**src/rtl/pc_gen_pkg.sv**
```systemverilog
// Shared definitions for the pc_gen fetch-address generator: reset/increment
// defaults, control-level constants and the update-priority select enum.
package pc_gen_pkg;

    localparam logic [31:0] RESET_VECTOR_DEF = 32'h0000_0004;
    localparam int          INSTR_BYTES_DEF  = 4;

    localparam logic RstEnable   = 1'b1;
    localparam logic ChipEnable  = 1'b1;
    localparam logic ChipDisable = 1'b0;
    localparam logic Branch      = 1'b1;
    localparam logic NoStop      = 1'b0;

    // Which update rule won at the current edge, highest priority first.
    typedef enum logic [2:0] {
        SEL_START,
        SEL_FLUSH,
        SEL_BRANCH,
        SEL_PEND_SET,
        SEL_PEND_TAKE,
        SEL_RAS_POP,
        SEL_SEQ,
        SEL_HOLD
    } pc_sel_e;

endpackage

```
**src/rtl/pc_ras.sv**
```systemverilog
// Circular return-address stack for pc_gen (built only with PC_RAS_EN).
// When full, a push overwrites the oldest entry and the count saturates.
module pc_ras #(
    parameter int ADDR_W    = 32,
    parameter int RAS_DEPTH = 4
) (
    input  logic                       clk,
    input  logic                       rst,
    input  logic                       clear_i,
    input  logic                       push_i,
    input  logic [ADDR_W-1:0]          push_data_i,
    input  logic                       pop_i,
    output logic [ADDR_W-1:0]          top_o,
    output logic [$clog2(RAS_DEPTH):0] count_o
);

    localparam int PTR_W = $clog2(RAS_DEPTH);
    localparam int CNT_W = PTR_W + 1;
    localparam logic [CNT_W-1:0] FULL = CNT_W'(RAS_DEPTH);

    logic [ADDR_W-1:0] mem_q [RAS_DEPTH];
    logic [PTR_W-1:0]  wr_ptr_q, wr_ptr_d;
    logic [PTR_W-1:0]  top_ptr;
    logic [CNT_W-1:0]  count_q, count_d;
    logic              wr_en;
    logic [PTR_W-1:0]  wr_addr;

    // wr_ptr points at the next free slot; the top lives one below it.
    assign top_ptr = wr_ptr_q - PTR_W'(1);
    assign top_o   = mem_q[top_ptr];
    assign count_o = count_q;

    always_comb begin
        wr_ptr_d = wr_ptr_q;
        count_d  = count_q;
        wr_en    = 1'b0;
        wr_addr  = wr_ptr_q;
        if (clear_i) begin
            wr_ptr_d = '0;
            count_d  = '0;
        end else if (push_i && pop_i && (count_q != '0)) begin
            wr_en   = 1'b1;
            wr_addr = top_ptr;
        end else if (push_i) begin
            wr_en    = 1'b1;
            wr_ptr_d = wr_ptr_q + PTR_W'(1);
            if (count_q != FULL) begin
                count_d = count_q + CNT_W'(1);
            end
        end else if (pop_i && (count_q != '0)) begin
            wr_ptr_d = top_ptr;
            count_d  = count_q - CNT_W'(1);
        end
    end

    always_ff @(posedge clk) begin
        if (rst) begin
            wr_ptr_q <= '0;
            count_q  <= '0;
        end else begin
            wr_ptr_q <= wr_ptr_d;
            count_q  <= count_d;
        end
    end

    always_ff @(posedge clk) begin
        if (wr_en) begin
            mem_q[wr_addr] <= push_data_i;
        end
    end

endmodule

```
**src/rtl/pc_gen.sv**
```systemverilog
// IF-stage fetch-address generator with a held branch redirect across stalls.
// Optional return-address stack enabled by defining PC_RAS_EN.
module pc_gen
    import pc_gen_pkg::*;
#(
    parameter int                ADDR_W       = 32,
    parameter logic [ADDR_W-1:0] RESET_VECTOR = ADDR_W'(RESET_VECTOR_DEF),
    parameter int                INSTR_BYTES  = INSTR_BYTES_DEF,
    parameter int                RAS_DEPTH    = 4
) (
    input  logic                       clk,
    input  logic                       rst,
    input  logic                       stall_i,
    input  logic                       flush_i,
    input  logic [ADDR_W-1:0]          new_pc_i,
    input  logic                       branch_flag_i,
    input  logic [ADDR_W-1:0]          branch_target_i,
    input  logic                       ras_push_i,
    input  logic                       ras_pop_i,
    output logic [ADDR_W-1:0]          pc_o,
    output logic                       ce_o,
    output logic                       redirect_pending_o,
    output logic [$clog2(RAS_DEPTH):0] ras_count_o
);

    localparam int CNT_W = $clog2(RAS_DEPTH) + 1;

    logic              ce_q, ce_d;
    logic [ADDR_W-1:0] pc_q, pc_d;
    logic              pend_q, pend_d;
    logic [ADDR_W-1:0] pend_tgt_q, pend_tgt_d;
    pc_sel_e           sel;
    logic              advance;
    logic [ADDR_W-1:0] seq_pc;
    logic              ras_pop_ok;
    logic [ADDR_W-1:0] ras_top;
    logic [CNT_W-1:0]  ras_count;

    assign seq_pc  = pc_q + ADDR_W'(INSTR_BYTES);
    assign advance = (ce_q == ChipEnable) && !flush_i && (stall_i == NoStop);

`ifdef PC_RAS_EN
    logic [ADDR_W-1:0] link_pc;
    logic              ras_push_ok;

    // Link skips the delay slot.
    assign link_pc     = pc_q + ADDR_W'(2 * INSTR_BYTES);
    assign ras_push_ok = advance && ras_push_i;
    assign ras_pop_ok  = advance && ras_pop_i && (branch_flag_i != Branch) &&
                         !pend_q && (ras_count != '0);

    pc_ras #(
        .ADDR_W    (ADDR_W),
        .RAS_DEPTH (RAS_DEPTH)
    ) u_ras (
        .clk         (clk),
        .rst         (rst),
        .clear_i     ((ce_q == ChipEnable) && flush_i),
        .push_i      (ras_push_ok),
        .push_data_i (link_pc),
        .pop_i       (ras_pop_ok),
        .top_o       (ras_top),
        .count_o     (ras_count)
    );
`else
    logic unused_ras_hints;

    assign unused_ras_hints = ras_push_i ^ ras_pop_i;
    assign ras_pop_ok       = 1'b0;
    assign ras_top          = '0;
    assign ras_count        = '0;
`endif

    always_comb begin
        sel = SEL_HOLD;
        if (ce_q == ChipDisable) begin
            sel = SEL_START;
        end else if (flush_i) begin
            sel = SEL_FLUSH;
        end else if ((branch_flag_i == Branch) && (stall_i == NoStop)) begin
            sel = SEL_BRANCH;
        end else if (branch_flag_i == Branch) begin
            sel = SEL_PEND_SET;
        end else if (pend_q && (stall_i == NoStop)) begin
            sel = SEL_PEND_TAKE;
        end else if (ras_pop_ok) begin
            sel = SEL_RAS_POP;
        end else if (stall_i == NoStop) begin
            sel = SEL_SEQ;
        end
    end

    always_comb begin
        ce_d       = ChipEnable;
        pc_d       = pc_q;
        pend_d     = pend_q;
        pend_tgt_d = pend_tgt_q;
        case (sel)
            SEL_START: pc_d = RESET_VECTOR;
            SEL_FLUSH: begin
                pc_d   = new_pc_i;
                pend_d = 1'b0;
            end
            SEL_BRANCH: begin
                pc_d   = branch_target_i;
                pend_d = 1'b0;
            end
            SEL_PEND_SET: begin
                pend_d     = 1'b1;
                pend_tgt_d = branch_target_i;
            end
            SEL_PEND_TAKE: begin
                pc_d   = pend_tgt_q;
                pend_d = 1'b0;
            end
            SEL_RAS_POP: pc_d = ras_top;
            SEL_SEQ:     pc_d = seq_pc;
            default:     ;
        endcase
    end

    always_ff @(posedge clk) begin
        if (rst == RstEnable) begin
            ce_q       <= ChipDisable;
            pc_q       <= RESET_VECTOR;
            pend_q     <= 1'b0;
            pend_tgt_q <= '0;
        end else begin
            ce_q       <= ce_d;
            pc_q       <= pc_d;
            pend_q     <= pend_d;
            pend_tgt_q <= pend_tgt_d;
        end
    end

    assign pc_o               = pc_q;
    assign ce_o               = ce_q;
    assign redirect_pending_o = pend_q;
    assign ras_count_o        = ras_count;

endmodule

```
**config.mk**
```make
export PLATFORM = sky130hd
export DESIGN_NAME = pc_gen
export DESIGN_NICKNAME = d
export VERILOG_FILES = /design/src/rtl/pc_gen_pkg.sv /design/src/rtl/pc_ras.sv /design/src/rtl/pc_gen.sv
export SDC_FILE = /design/constraint.sdc
export NUM_CORES = 1
export LEC_CHECK = 0
export CORE_ASPECT_RATIO = 0.5
export CORE_UTILIZATION = 52
export DETAILED_ROUTE_END_ITERATION = 16
export PLACE_DENSITY = 0.88
export SLEW_MARGIN = 0
export SYNTH_ARGS = -nofsm -noshare
export SYNTH_HDL_FRONTEND = slang
export SYNTH_SLANG_ARGS = --single-unit
```
**constraint.sdc**
```tcl
create_clock -name clk -period 4.95 [get_ports clk]
set_clock_uncertainty 0.2 [all_clocks]
set_input_delay 0.495 -clock clk [delete_from_list [all_inputs] [get_ports clk]]
set_output_delay 0.495 -clock clk [all_outputs]
set_load 0.02 [all_outputs]
```
==> impl_metrics.toml, run 1 <==
[outcome]
outcome = "complete, no violations"

[synth]
yosysSeqAreaShare = 0.352
avgSynthCellArea_um2 = 7.39
synthArstFlopShare = 0
synth_top_cell_by_area = "dfxtp_1"
yosys_register_bits = 66
syn-cell-area_um2 = 3760
synth_top_flop_cell = "dfxtp_1"
ys_top_cells_by_area = "dfxtp_1 (35%), nand2_1 (13%), a21oi_1 (5.5%), o211ai_1 (5.4%), a221oi_1 (4.4%)"
netlist_instances = 508
synth_cell_types = 49
yosysWarnings = 0
synth_top_area_frac = 0.352
synth_edf_count = 0

[sta]
fin_tns_setup_ps = 0
drv_slew = 0
worst_slew_margin_rel = 0.162
fmax_ghz = 0.312
tightest_slew_ps = 1250
fin_crit_ps = 3200
fin_crit_sh = 0.647
setup_viol_count_final = 0
rsz0062_at_grt = "no"
finalHoldViolations = 0

[critical_path]
r2r_end = "pc_o[31]"
end_kind = "register"
cp_max_fo = 26
r2r_cells = 4
worstPathRequired_ps = 5010
arrival_ps = 3260
r2r_slack_ps = 2040
timing.rr.start = "ce_o"
critical_path_class = "primary input to register"
start_kind = "primary input"

[layout]
fin_nets = 655
layout-drive-gt1-share = 0.0425
n_antenna_cell = 0
final_cell_mix = "nand2_1 (129), clkdlybuf4s50_1 (100), dfxtp_1 (66), a21oi_1 (41), o21ai_0 (32)"
final_common_cell = "nand2_1"
final_area_um2 = 5030
fillers = 566
syn2layout_area_growth_pct = 33.9

[power]
power_switching_mw = 0.348
leakagePower_nw = 1.62
swShare = 0.258
combPwrFrac = 0.141
pwr-share-seq = 0.426
internal-power_mw = 0.997
clkPwrFrac = 0.434
power_density_nw_per_um2 = 267
vdd_drop_max_v = 0.000249

[die]
die_w_um = 122
die-area_um2 = 7590
die_height_um = 62.1
ios = 108
initial_core_util = 0.550
rows = 21
core_um2 = 6830

[worst_hold_path]
whs_path_depth = 2
hold_class = "register to register"
whs_endpoint = "pend_tgt_q[20]"
min_from = "pend_tgt_q[20]"

[routing]
wl_met2_um = 5400
wire_per_inst_um = 17.1
via_count = 4292
wl_met1_um = 4910
drc = 0
viasPerCell = 6.31
route.antenna.remaining_nets = 0
finalWirelength_um = 11600
firstDrtPassIters = 6
initialDrtViolationCount = 591
wl_met3_um = 1080
top_layer_used = "met4"

[grt]
antenna_found_initial = 0
grt_max_degree = 58
grt_pass1_vias = 3782
grt_usage = 0.325
grt_pass1_wl_um = 18500
overflow = 0

[placed_design]
numPortBuffers = 102
hpwl_um = 7630
gp_congestion = 0.834
placed_area_um2 = 4770

[clock_tree]
cts.sinks = 66
cts-root-buf = "clkbuf_16"
cts_setup_buffers = 0
numCtsBuffers = 9
tritoncts = "done"
clk_path_buf_depth = 2
cts_resized = 0
cts.clk_slew.worst_paths_ps = 50
cts.htree.levels = 3
clk_latency_ps = 340
ctsHoldBuffers = 0

[flow_run]
cap_violations = 0
==> worst max-delay path, stage by stage <==
cell	delay, ps
clkdlybuf4s50_1	630
buf_4	310
nor4b_1	350
and2_1	980
a221oi_1	260
o221ai_1	230
==> through the flow <==
step | util | std cells | power, mW | hold slack, ps | setup slack, ps
after detailed placement | 0.698 | 664 | 0.770 | 247 | 1490
after global routing | 0.736 | 680 | 1.39 | 267 | 1590
after CTS | 0.736 | 680 | 1.35 | 254 | 1800
after floorplan | - | 510 | 0.666 | 231 | 2500
final | 0.736 | 680 | 1.34 | 251 | 1750
after global placement | 0.698 | 664 | 0.766 | 239 | 1510
==> routing by layer <==
metal,vias up,global-route usage
met1,2009,0.415
met2,239,0.529
met5,-,0
met4,0,0.167
met3,27,0.0757
li1,2017,-
==> worst max-delay path by stage <==
stage | from | to | slack, ps | depth (start not counted)
after floorplan | flush_i | pc_o[24] | 2500 | 6
after global placement | stall_i | pc_o[28] | 1510 | 6
after detailed placement | stall_i | pc_o[31] | 1490 | 6
after CTS | stall_i | pc_o[31] | 1800 | 6
after global routing | stall_i | pc_o[17] | 1590 | 6
final | stall_i | pc_o[31] | 1750 | 6
==> Yosys cell counts (6+ instances only) <==
| master | count |
|---|---|
| a21oi_1 | 41 |
| a221oi_1 | 19 |
| a31oi_1 | 6 |
| and2_1 | 22 |
| clkbuf_1 | 39 |
| dfxtp_1 | 66 |
| nand2_1 | 129 |
| nand3_1 | 12 |
| nand4_1 | 9 |
| nor2_1 | 6 |
| nor3_1 | 6 |
| o211ai_1 | 27 |
| o21ai_0 | 32 |
| or4_1 | 15 |
==> cells by family (layout without fill, tap and decap cells) <==
family	Yosys count	in the layout	share of synthesized area
AND/OR/NAND/NOR	224	224	0.291
AO/OA/AOI/OAI	156	156	0.274
flip-flops	66	66	0.352
multiplexers	3	3	0.00799
adder cells (fa/ha/maj)	1	1	0.00333
XOR/XNOR	6	6	0.0140
other	1	3	0.000998
buffers and inverters	51	129	0.0563
==> power groups by stage <==
stage	clock network (mW)	registers [mW]	logic (mW)
after floorplan	0	0.589	0.0777
after global placement	0	0.582	0.184
after detailed placement	0	0.583	0.186
after CTS	0.587	0.572	0.188
after global routing	0.609	0.576	0.204
final	0.583	0.573	0.189
==> state kept, by name, indices dropped and copies added (netlist names) <==
name / flops
ce_o: 1
pc_o: 32
pend_tgt_q: 32
redirect_pending_o: 1
==> final cells by class <==
class | instances | area (um2) | area share
sequential | 66 | 1320 | 0.263
timing repair buffer | 109 | 1060 | 0.211
clock buffer | 13 | 250 | 0.0497
inverter | 4 | 15.0 | 0.00298
clock inverter | 3 | 15.0 | 0.00298
tap | 92 | 115 | 0.0229
multi-input combinational | 393 | 2250 | 0.447
(Power assumes the default switching activity.)
==> run 2: changes to the inputs <==
Settings changed: CORE_UTILIZATION 52 to 48, PLACE_DENSITY 0.88 to 0.83.
Clock period 4.95 ns to 3.1 ns, I/O delays scaled along.
==> impl_metrics.toml, run 2 (same netlist as run 1, synthesis figures left out) <==
[routing]
finalWirelength_um = 12000
firstDrtPassIters = 5
route.antenna.remaining_nets = 0
drc = 0
via_count = 4276
initialDrtViolationCount = 492
wire_per_inst_um = 17.1
viasPerCell = 6.09

[sta]
drv_slew = 0
worst_slew_margin_rel = 0.573
rsz0062_at_grt = "no"
fin_crit_ps = 2710
setup_viol_count_final = 0
whs_ps = 187
fin_crit_sh = 0.876
fmax_ghz = 0.368
tightest_slew_ps = 640
setup_ws_ps = 386
fin_tns_setup_ps = 0
finalHoldViolations = 0

[grt]
grt_max_degree = 49
grt_usage = 0.308
antenna_found_initial = 0
grt_pass1_wl_um = 19700
overflow = 0
grt_pass1_vias = 4063

[die]
die_height_um = 64.6
initial_core_util = 0.504
ios = 108
die_w_um = 127
core_um2 = 7460
rows = 22
die-area_um2 = 8200

[clock_tree]
clk_path_buf_depth = 2
cts.htree.levels = 3
numCtsBuffers = 9
tritoncts = "done"
clk_latency_ps = 340
ctsHoldBuffers = 0
cts_setup_buffers = 0
cts.clk_slew.worst_paths_ps = 50
cts.sinks = 66
cts_resized = 0
cts-root-buf = "clkbuf_16"

[placed_design]
hpwl_um = 8100
gp_congestion = 0.857
dp_slack_ps = 229
numPortBuffers = 102

[critical_path]
cp_max_fo = 14
critical_path_class = "register to register"
end_kind = "register"
start_kind = "register"
worstPathRequired_ps = 3120
arrival_ps = 2730

[power]
leakagePower_nw = 1.66
p_total_mw = 2.15
power_density_nw_per_um2 = 420
vdd_drop_max_v = 0.000319

[outcome]
outcome = "complete, no violations"

[layout]
n_antenna_cell = 0
final_cell_mix = "nand2_1 (129), clkdlybuf4s50_1 (100), dfxtp_1 (66), a21oi_1 (41), o21ai_0 (32)"
utilization = 0.686
fin_nets = 664
final_common_cell = "nand2_1"
layout-drive-gt1-share = 0.0539
syn2layout_area_growth_pct = 36.1

[worst_hold_path]
hold_class = "primary input to register"

[flow_run]
cap_violations = 0
==> run 2: cell count changes in the layout (fill, tap and decap cells not counted) <==
cell      change
clkbuf_8      +1
clkbuf_1      -1
buf_4         +9
clkinv_2      -3
==> run 2: worst paths after layout <==
kind             startpoint        endpoint  slack [ps]  cells past startpoint
max                 pc_o[4]        pc_o[29]         390                      4
min                     rst  pend_tgt_q[16]         190                      2
max reg2reg         pc_o[4]        pc_o[29]         390                      4
min reg2reg  pend_tgt_q[10]  pend_tgt_q[10]         250                      2
==> run 2: layout make-up <==
type,instances,area (um2)
clock buffer,13,260
multi-input combinational,393,2250
tap,108,135
sequential,66,1320
fill,607,2350
timing repair buffer,118,1130
inverter,4,15.0
==> run 2: critical path: stages, from the launching register on <==
cell     delay, ps
dfxtp_1        470
nand3_1        360
or4b_1         870
o311a_1        430
a221o_1        270
==> run 2: per-stage QoR <==
step           area, um2  std cells
5_1_grt             5110        702
3_3_place_gp        4850        689
2_1_floorplan       3760        510
4_1_cts             5110        702
3_5_place_dp        4850        689
6_report            5110        702
==> run 2: routing by layer <==
layer,share of wire,wire [um],track usage
met3,0.066,790,0.0727
met5,0,0,0
met4,0.026,316,0.155
met1,0.44,5330,0.384
met2,0.47,5600,0.504
==> run 2: power breakdown <==
group	switching [mW]	total, mW	internal (mW)	leakage [nW]
Clock	0.353	0.925	0.571	0.128
Sequential	0.0357	0.912	0.877	0.537
Combinational	0.150	0.311	0.161	0.996
Total	0.539	2.15	1.61	1.66
==> run 3: changes to the inputs <==
Settings changed: RECOVER_POWER set to 50, SYNTH_HIERARCHICAL set to 1.
==> impl_metrics.toml, run 3 <==
[routing]
drc = 0
wire_per_inst_um = 17.0
via_count = 4278
viasPerCell = 6.09
firstDrtPassIters = 5
initialDrtViolationCount = 485
finalWirelength_um = 12000
route.antenna.remaining_nets = 0

[layout]
syn2layout_area_growth_pct = 35.8
seq_area_um2 = 1320
fillers = 613
instances_no_fill = 702
multi_input_area_um2 = 2250
final_common_cell = "nand2_1"
final_cell_mix = "nand2_1 (129), clkdlybuf4s50_1 (67), dfxtp_1 (66), a21oi_1 (41), dlygate4sd3_1 (33)"
fin_nets = 664
n_antenna_cell = 0
layout-drive-gt1-share = 0.0522

[sta]
whs_ps = 253
worst_slew_margin_rel = 0.299
setup_viol_count_final = 0
fin_tns_setup_ps = 0
fin_crit_ps = 2780
rsz0062_at_grt = "no"
setup_ws_ps = 324
tightest_slew_ps = 1050
fin_crit_sh = 0.895
finalHoldViolations = 0
fmax_ghz = 0.360
drv_slew = 0

[clock_tree]
cts.htree.levels = 3
cts.clk_slew.worst_paths_ps = 50
tritoncts = "done"
cts_setup_buffers = 0
clk_latency_ps = 340
cts-root-buf = "clkbuf_16"
cts_resized = 0
ctsHoldBuffers = 0
numCtsBuffers = 9
cts.sinks = 66
clk_path_buf_depth = 2

[synth]
synth_fa_ha_area_frac = 0.00333
synth_edf_count = 0
synth_cell_types = 49
ys_top_cells_by_area = "dfxtp_1 (35%), nand2_1 (13%), a21oi_1 (5.5%), o211ai_1 (5.4%), a221oi_1 (4.4%)"
avgSynthCellArea_um2 = 7.39
synth_simple_gate_area_frac = 0.291
netlist_instances = 508
ys_top_cells_by_count = "nand2_1 (129), dfxtp_1 (66), a21oi_1 (41), clkbuf_1 (39), o21ai_0 (32)"
synth_top_flop_cell = "dfxtp_1"
synth_top_area_frac = 0.352
yosysWarnings = 6
synth_top_family_by_area = "simple AND/OR/NAND/NOR gates"
synth_mux_area_frac = 0.00799
synth_top_cell_by_area = "dfxtp_1"
yosys_register_bits = 66
synth-xor-area-share = 0.0140
yosysMostFrequentCell = "nand2_1"
synthArstFlopShare = 0
synth_compound_area_frac = 0.274
syn-cell-area_um2 = 3760
yosysSeqAreaShare = 0.352

[power]
leakagePower_nw = 1.75
internal-power_mw = 1.60
p_total_mw = 2.14
vdd_drop_max_v = 0.000318
pwr-share-seq = 0.426
power_density_nw_per_um2 = 419
combPwrFrac = 0.142
power_switching_mw = 0.538
clkPwrFrac = 0.432
swShare = 0.251

[die]
die_height_um = 64.6
initial_core_util = 0.504
ios = 108
rows = 22
core_um2 = 7460
die-area_um2 = 8200
die_w_um = 127

[critical_path]
end_kind = "register"
worstPathRequired_ps = 3150
timing.rr.start = "pc_o[4]"
cp_max_fo = 30
start_kind = "primary input"
crit_top_cell = "clkbuf_2"
arrival_ps = 2820
crit_buf_inv = 3
critPathMaxStageDelay_ps = 730
critical_path_class = "primary input to register"
critPathSlowestCell = "nor4bb_4"
crit_chain = "dlygate4sd3_1 > clkbuf_2 > nor4bb_4 > clkbuf_2 > a22o_1 > a21oi_1 > a31oi_1"
worstSetupStartpoint = "stall_i"
crit_family = "buffers and inverters"

[placed_design]
hpwl_um = 8100
gp_congestion = 0.857
numPortBuffers = 102
dp_slack_ps = 229
dp_cells = 689

[grt]
grt_usage = 0.308
grt_pass1_wl_um = 19700
grt_pass1_vias = 4063
overflow = 0
antenna_found_initial = 0
grt_max_degree = 49

[worst_hold_path]
hold_class = "register to register"
min_from = "pend_tgt_q[10]"

[flow_run]
cap_violations = 0

[outcome]
outcome = "complete, no violations"
[run 3: cell counts after synthesis]
Identical to the previous run, type by type.
[run 3: path summary, 6_finish.rpt]
| path | slack (ps) | endpoint | cells after the start |
|---|---|---|---|
| min | 250 | pend_tgt_q[10] | 2 |
| max | 320 | pc_o[7] | 7 |
| max reg2reg | 390 | pc_o[29] | 4 |
| min reg2reg | 250 | pend_tgt_q[10] | 2 |
[run 3: metrics by stage]
stage	area [um2]	utilization
2_1_floorplan	3760	-
3_3_place_gp	4850	0.651
3_5_place_dp	4850	0.651
4_1_cts	5110	0.686
5_1_grt	5100	0.684
6_report	5100	0.684
[run 3: per-layer routing]
layer	GRT usage	up-vias	part of all wire	routed length, um
met2	0.504	189	0.47	5570
met5	0	-	0	0
li1	-	2031	-	-
met3	0.0727	30	0.078	938
met1	0.384	2028	0.43	5160
met4	0.155	0	0.025	295
[run 3: cell families after synthesis]
| group | after synthesis |
|---|---|
| xor+xnor | 6 |
| buf+inv | 51 |
| simple gates | 224 |
| other cells | 1 |
| flops | 66 |
| mux | 3 |
| compound gates | 156 |
| fa+ha+maj | 1 |
[run 3: tightest hold or removal path, delay by kind of cell (launching register included)]
kind             cells  cell delay [ps]
AND/OR/NAND/NOR      1               50
flip-flops           1              300
AO/OA/AOI/OAI        1               50
[run 3: cell type report]
type | instances | area share
inverters | 4 | 0.00294
well taps | 108 | 0.0265
multi-input cells | 393 | 0.441
clock buffers | 13 | 0.0510
repair buffers | 118 | 0.219
flip-flops and latches | 66 | 0.259
[run 3: power groups by stage]
stage	Sequential [mW]	Clock, mW	Combinational, mW
3_5_place_dp	0.928	0	0.307
5_1_grt	0.915	0.964	0.327
2_1_floorplan	0.940	0	0.124
3_3_place_gp	0.927	0	0.303
4_1_cts	0.911	0.930	0.310
6_report	0.912	0.924	0.303
